--- config.mk ---
export PLATFORM = sky130hd
export DESIGN_NAME = bsc_chain
export DESIGN_NICKNAME = d
export VERILOG_FILES = /design/src/rtl/bsc_chain.sv
export SDC_FILE = /design/constraint.sdc
export NUM_CORES = 1
export LEC_CHECK = 0
export CELL_PAD_IN_SITES_DETAIL_PLACEMENT = 1
export CELL_PAD_IN_SITES_GLOBAL_PLACEMENT = 1
export CORE_MARGIN = 2
export CORE_UTILIZATION = 41
export DETAILED_ROUTE_END_ITERATION = 6
export DONT_BUFFER_PORTS = 1
export GPL_TIMING_DRIVEN = 0
export PLACE_DENSITY = 0.79
export SYNTH_ARGS = -nofsm -noshare
export SYNTH_HDL_FRONTEND = slang
export SYNTH_SLANG_ARGS = --single-unit
export TNS_END_PERCENT = 10
--- constraint.sdc ---
create_clock -name TCK -period 1.6 [get_ports TCK]
set_clock_uncertainty 0.2 [all_clocks]
set_input_delay 0.24 -clock TCK [delete_from_list [all_inputs] [get_ports TCK]]
set_output_delay 0.24 -clock TCK [all_outputs]
set_load 0.02 [all_outputs]
--- src/rtl/bsc_chain.sv ---
// bsc_chain -- parametrised boundary-scan data register.
//
// WIDTH boundary-scan cells chained SI -> SO (bit 0 is nearest SO), each
// with a capture/shift flop (C) and an UpdateDR-gated update flop (U).
// Sits between device pins/core and the TAP; strobes come from the TAP
// controller and are level-sampled on every TCK rising edge.
//
// Ports:
//   TCK        test clock, all state on posedge
//   RST        synchronous reset, active-high (overrides every strobe)
//   PI         parallel inputs (pin/core side)
//   SI         serial in (TDI side)
//   ShiftDR    shift strobe: C <= {SI, C[WIDTH-1:1]}
//   CaptureDR  capture strobe: C <= PI (wins over ShiftDR)
//   UpdateDR   update strobe: U <= C (pre-edge value)
//   mode       0 = functional (PO = PI), 1 = test (PO = U)
//   SO         serial out = C[0]
//   PO         parallel outputs
//   ShiftCnt   shifts since last capture, saturating
//   c_q, u_q   capture and update stage contents, for observation only
//
// Build option:
//   BSC_CAPTURE_PO_EN  when defined, cell k captures PO[k] instead of PI[k]
//                      wherever OUT_MASK[k] = 1. Undefined: all cells
//                      capture PI and OUT_MASK has no effect.

module bsc_cell #(
    parameter logic SAFE = 1'b0
) (
    input  logic clk,
    input  logic rst,
    input  logic cap,
    input  logic shift,
    input  logic upd,
    input  logic cap_d,   // value loaded on capture
    input  logic ser_in,  // upstream neighbour (or SI for the last cell)
    output logic c,
    output logic u
);
    always_ff @(posedge clk) begin
        if (rst)        c <= 1'b0;
        else if (cap)   c <= cap_d;
        else if (shift) c <= ser_in;
    end

    // U samples the pre-edge C, so an update on a shift/capture edge still
    // publishes the value that was sitting in the chain before that edge.
    always_ff @(posedge clk) begin
        if (rst)      u <= SAFE;
        else if (upd) u <= c;
    end
endmodule

module bsc_chain #(
    parameter int               WIDTH    = 8,
    parameter logic [WIDTH-1:0] SAFE_VAL = '0,
    parameter int               CNT_W    = 8,
    parameter logic [WIDTH-1:0] OUT_MASK = '0
) (
    input  logic             TCK,
    input  logic             RST,
    input  logic [WIDTH-1:0] PI,
    input  logic             SI,
    input  logic             ShiftDR,
    input  logic             CaptureDR,
    input  logic             UpdateDR,
    input  logic             mode,
    output logic             SO,
    output logic [WIDTH-1:0] PO,
    output logic [CNT_W-1:0] ShiftCnt,
    output logic [WIDTH-1:0] c_q,
    output logic [WIDTH-1:0] u_q
);
    logic [WIDTH-1:0] cap_src;
    logic [WIDTH-1:0] ser_src;

    assign PO = mode ? u_q : PI;
    assign SO = c_q[0];

`ifdef BSC_CAPTURE_PO_EN
    // Masked cells observe the value actually driven onto the pin.
    assign cap_src = (OUT_MASK & PO) | (~OUT_MASK & PI);
`else
    assign cap_src = PI;
    if (OUT_MASK != '0) begin : g_out_mask_unused
        // OUT_MASK only matters when PO capture is built in.
    end
`endif

    assign ser_src = {SI, c_q[WIDTH-1:1]};

    for (genvar k = 0; k < WIDTH; k++) begin : g_cell
        bsc_cell #(.SAFE(SAFE_VAL[k])) u_cell (
            .clk    (TCK),
            .rst    (RST),
            .cap    (CaptureDR),
            .shift  (ShiftDR),
            .upd    (UpdateDR),
            .cap_d  (cap_src[k]),
            .ser_in (ser_src[k]),
            .c      (c_q[k]),
            .u      (u_q[k])
        );
    end

    // Counter restarts on capture and sticks at all-ones instead of wrapping.
    always_ff @(posedge TCK) begin
        if (RST)
            ShiftCnt <= '0;
        else if (CaptureDR)
            ShiftCnt <= '0;
        else if (ShiftDR && (ShiftCnt != {CNT_W{1'b1}}))
            ShiftCnt <= ShiftCnt + 1'b1;
    end
endmodule
After elaboration in Yosys (flattened, before gate mapping) --
Cells that the tools add are included.
Word-level totals: bits in registers 24, input bits 15, output and inout port bits 33, word-level logic and storage cells 39
Operators by class: add/subtract/negate cells 1, equality and inequality tests 1, muxes and demuxes 17, reduce and logical (&&, ||, !) cells 3
Operators with widths (number):
- 1-bit two-way mux | 16
- 8-bit by 1-bit adder with 8-bit output, second input constant | 1
- 8-bit two-way mux | 1
- 8-bit inequality test, second input constant | 1
- 2-bit nonzero test | 1
- 2-bit OR reduction | 1
- 1-bit logical AND | 1

Logic depth before layout (Yosys ltp) --
word-level depth 2, gate-level depth with buffers 4, gate-level depth less buffers 4

Cells and area by module --
From an unflattened synthesis, not the netlist that was laid out.
Second synthesis, totals: cells, all modules 120, area, all modules 1224.9 um^2
By module, submodules not included:
- bsc_cell | times used 8, cells each 8, area each 86.3 um^2, sequential area each 40.0 um^2
- bsc_chain | times used 1, cells each 56, area each 534.3 um^2, sequential area each 160.2 um^2

Worst setup path before layout --
Ideal clock, no wire load.
path type reg-to-reg, from register ShiftCnt[0], to register ShiftCnt[6], library setup time 115 ps, data arrival time 1407 ps, setup slack -123 ps, stages on the path, launching flop included 5, buffers on the path 0, period minus slack after synthesis 1723 ps, path through dfxtp_1 ha_1 nand3_1 or4_1 and3_1
On the way: longest elaborated chain between the ends 2, elaborated cells on any way between the ends 3
RTL lines:
- start: declaration | RTL line 70 | output logic [CNT_W-1:0] ShiftCnt,
- start signal: assignment | RTL line 113 | ShiftCnt <= ShiftCnt + 1'b1;
- parallel branches: the longest is 2 deep, another holds 8-bit by 1-bit adder with 8-bit output
Parallel ways; which one is timed is not known. A chain may end at the register's enable or synchronous reset.

Worst setup path in the final report --
Same ends and word-level chain as after synthesis.

==> impl_results.md <==
- Yosys cell types: 26
- Initial Util: a little over two fifths
- PwrDens: 795 mW/mm^2
- Post-Syn Nets: ~150
- Die footprint: 0.00362 sq mm
- Max incr delay on CP: 0.45 ns
- Place WS: -0.106 ns
- Worst path slowest cell: dfxtp_4
- TNS Setup: 0 ns
- Outcome: finished, final reports clean
- Nets: between 150 and 200
- Clk slew on worst S/H paths: about 0.14 ns
- Vias per inst: approximately 5.3
- First-pass GRT wire length: between 5000 and 6000 um
- DPL Wire Length: approximately 2200 um
- Sink Count: 24
- Crit path cell chain: ha_4 > nand3_4 > or4_1 > and3_1
- Antenna violations before repair: 0
- Cell Area, Synth: between 0.001 and 0.0015 sq mm
- Post-route cell area: ~0.0016 sq mm
- Clock root buffer: clkbuf_4
- Slew headroom: 69.3%
- Crit. End Element: flop
- Yosys reg bits: 24
- Final period util: ~99%
- CP Launch Type: flop
- Total grt overflow: 0
- Share of post-route cells with drive strength above 1: between 30 and 40%
- Worst path arrival time: about 1.6 ns
- Die Wd: about 60 um
- # diodes: 0
- Placed Area: around 0.0014 sq mm
- Post-synthesis mux area share: between 20% and 30%
- Crit Path Category: reg -> reg
- Core Util, Final: between 50% and 60%
- Final Hold Vio Count: 0
- Drt wl/cell: 17.2 um
- Total Routing Usage GR: about a fifth
- Post-route DRC: 0
- Worst Tran Pin Value: between 0.4 and 0.5 ns
- Static leakage: between 0.0006 and 0.0007 uW
- Largest family of logic cells by synthesized area: multiplexers
- Hold WC Path Type: in -> reg
- Number of global-route vias before repair: ~1,100
- Post-synthesis simple-gate area fraction: approximately 16%
- RSZ-0062 raised after global routing: yes
- H-tree depth: 1
- ANT nets after route: 0
- Post-Syn Area per Cell: between 9 and 10 sq um
- Starting DRC count in detailed routing: between 80 and 90
- Slew Limit Fails: 0
- PortBufs: 0
- Post-route worst setup slack: 0.0132 ns
- Die H: 60.2 um
- Clock Path Buffers: 2
- Fillers: 350
- Setup Buffers After CTS: 0
- YS warnings: 0
- Io pins: 48
- Crit path max-delay family: simple AND/OR/NAND/NOR gates
- Largest net degree at the start of global routing: 15
- Yosys top cell area share: 37.1%
- Core ar.: a little over 0.003 sq mm
- Max rail drop VDD: around 0.51 mV
- Compound-gate portion of the synthesized area: 4.06%
- CTS tree: yes
- Final Critical Period: 1.59 ns
- GPL Wtd Cong: about 0.85
- Max-cap violations: 0
- Area delta synth->final: 22.4%
- CTS buffer count: 3
- Dominant cells by area after synthesis: dfxtp_1, mux2i_1, mux2_2, buf_4, nor2_1
- Fmax: ~630 MHz
- Syn Inst Count: between 100 and 150
- DR pass1 iterations: 3
- Largest area contributor in the netlist: dfxtp_1
- Buffers and inverters on the worst path: 0
- Synth Area in Adders: less than 1%
- CP required: 1.65 ns
- XOR/XNOR share of the synthesized area: 0%
- FP Rows: 20
- Final setup fails: 0
- Post-synthesis sequential area ratio: a little under two fifths
- Worst-case hold slack: about 0.0053 ns
- Clk_lat worst skew: approximately 0.33 ns
- Via count: a little over 1,000
- WL final: approximately 3400 um
- Worst-path fanout max: 6
stage by stage:
step	total power [uW]	cells
floorplan	825	135
global placement	848	179
detailed placement	856	179
CTS	1270	195
global route	1320	195
finish	1260	195
per-layer routing:
metal,track usage (%),vias to the layer above,part of all wire (%)
met5,0,-,0
met4,4.44,0,0.80
met3,5.19,4,5.5
met2,36.3,32,52
met1,23.0,511,42
li1,-,488,-
power by group:
group	internal [uW]	switching, uW	leakage (uW)	total, uW
clock	191	202	0.0000261	393
combinational	107	116	0.000441	223
sequential	618	26.8	0.000200	645
total	916	345	0.000667	1260
cell type report:
cell class / instances / area [sq um] / share of cell area (%)
timing repair buffer: 12 / 120 / 7.58
multi-input combinational: 86 / 701 / 44.2
tap: 44 / 55.1 / 3.47
sequential: 24 / 494 / 31.2
inverter: 2 / 7.51 / 0.474
clock buffer: 4 / 47.5 / 3.00
buffer: 23 / 160 / 10.1
final timing paths:
kind / cells after the start / startpoint / slack [ns] / to
setup / recovery: 4 / ShiftCnt[0]$_SDFFE_PP0P_ / 0.01 / ShiftCnt[6]$_SDFFE_PP0P_
hold / removal: 3 / ShiftDR / 0.005 / g_cell[3].u_cell.c$_SDFFE_PP0P_
hold reg to reg: 2 / g_cell[7].u_cell.u$_SDFFE_PP0P_ / 0.35 / g_cell[7].u_cell.u$_SDFFE_PP0P_
setup reg to reg: 4 / ShiftCnt[0]$_SDFFE_PP0P_ / 0.01 / ShiftCnt[6]$_SDFFE_PP0P_
state kept, by name, summed over array words and instances (netlist names):
register / flops
ShiftCnt: 8
g_cell.u_cell.u: 8
g_cell.u_cell.c: 8
cell usage after synthesis:
| master | n |
|---|---|
| dfxtp_1 | 24 |
| mux2i_1 | 20 |
| nor2_1 | 17 |
| buf_4 | 16 |
| mux2_2 | 16 |
| nand2_1 | 7 |
| a21oi_1 | 5 |
| buf_2 | 4 |
| nand4_1 | 3 |
| and3_1 | 2 |
| and4_1 | 2 |
| clkbuf_1 | 2 |
| inv_1 | 2 |
| nor4_1 | 2 |
| or3_1 | 2 |
| a2111oi_0 | 1 |
| a21boi_1 | 1 |
| a31oi_1 | 1 |
| and3b_1 | 1 |
| buf_6 | 1 |
| ha_1 | 1 |
| nand3_1 | 1 |
| nand3_2 | 1 |
| o21ai_0 | 1 |
| or3_2 | 1 |
| or4_1 | 1 |
tightest hold or removal path: cells and delay by family:
| kind | cells | cell delay [ns] |
|---|---|---|
| multiplexers | 2 | 0.20 |
| AND/OR/NAND/NOR | 1 | 0.07 |
what timing repair did:
| action | 4_1_cts | 5_1_grt |
|---|---|---|
| gates cloned | 0 | 0 |
| gates resized for setup | 9 | 8 |
| setup endpoints to repair | 5 | 8 |
| hold buffers | 12 | 0 |
| pin swaps | 1 | 1 |
| endpoints found under the hold margin | 17 | 0 |
placed cells by master, fill, tap and decap left out, types with 2 or more instances in the layout:
master,netlist,routed
nand2_1,7,7
buf_2,4,4
mux2i_1,20,20
buf_4,16,16
dlygate4sd3_1,0,12
inv_1,2,2
dfxtp_4,0,2
and4_1,2,2
or3_1,2,2
nor2_1,17,17
nand4_1,3,3
a21oi_1,5,5
clkbuf_4,0,3
mux2_2,16,16
dfxtp_2,0,5
dfxtp_1,24,17
nor4_1,2,2
cell families after synthesis:
kind of cell               count (synthesis)
AOI/OAI and AO/OA                          9
buffers and inverters                     25
adders and majority gates                  1
DFF                                       24
muxes                                     36
and+or+nand+nor                           40
Note: power is estimated with default switching activity, not from simulation.
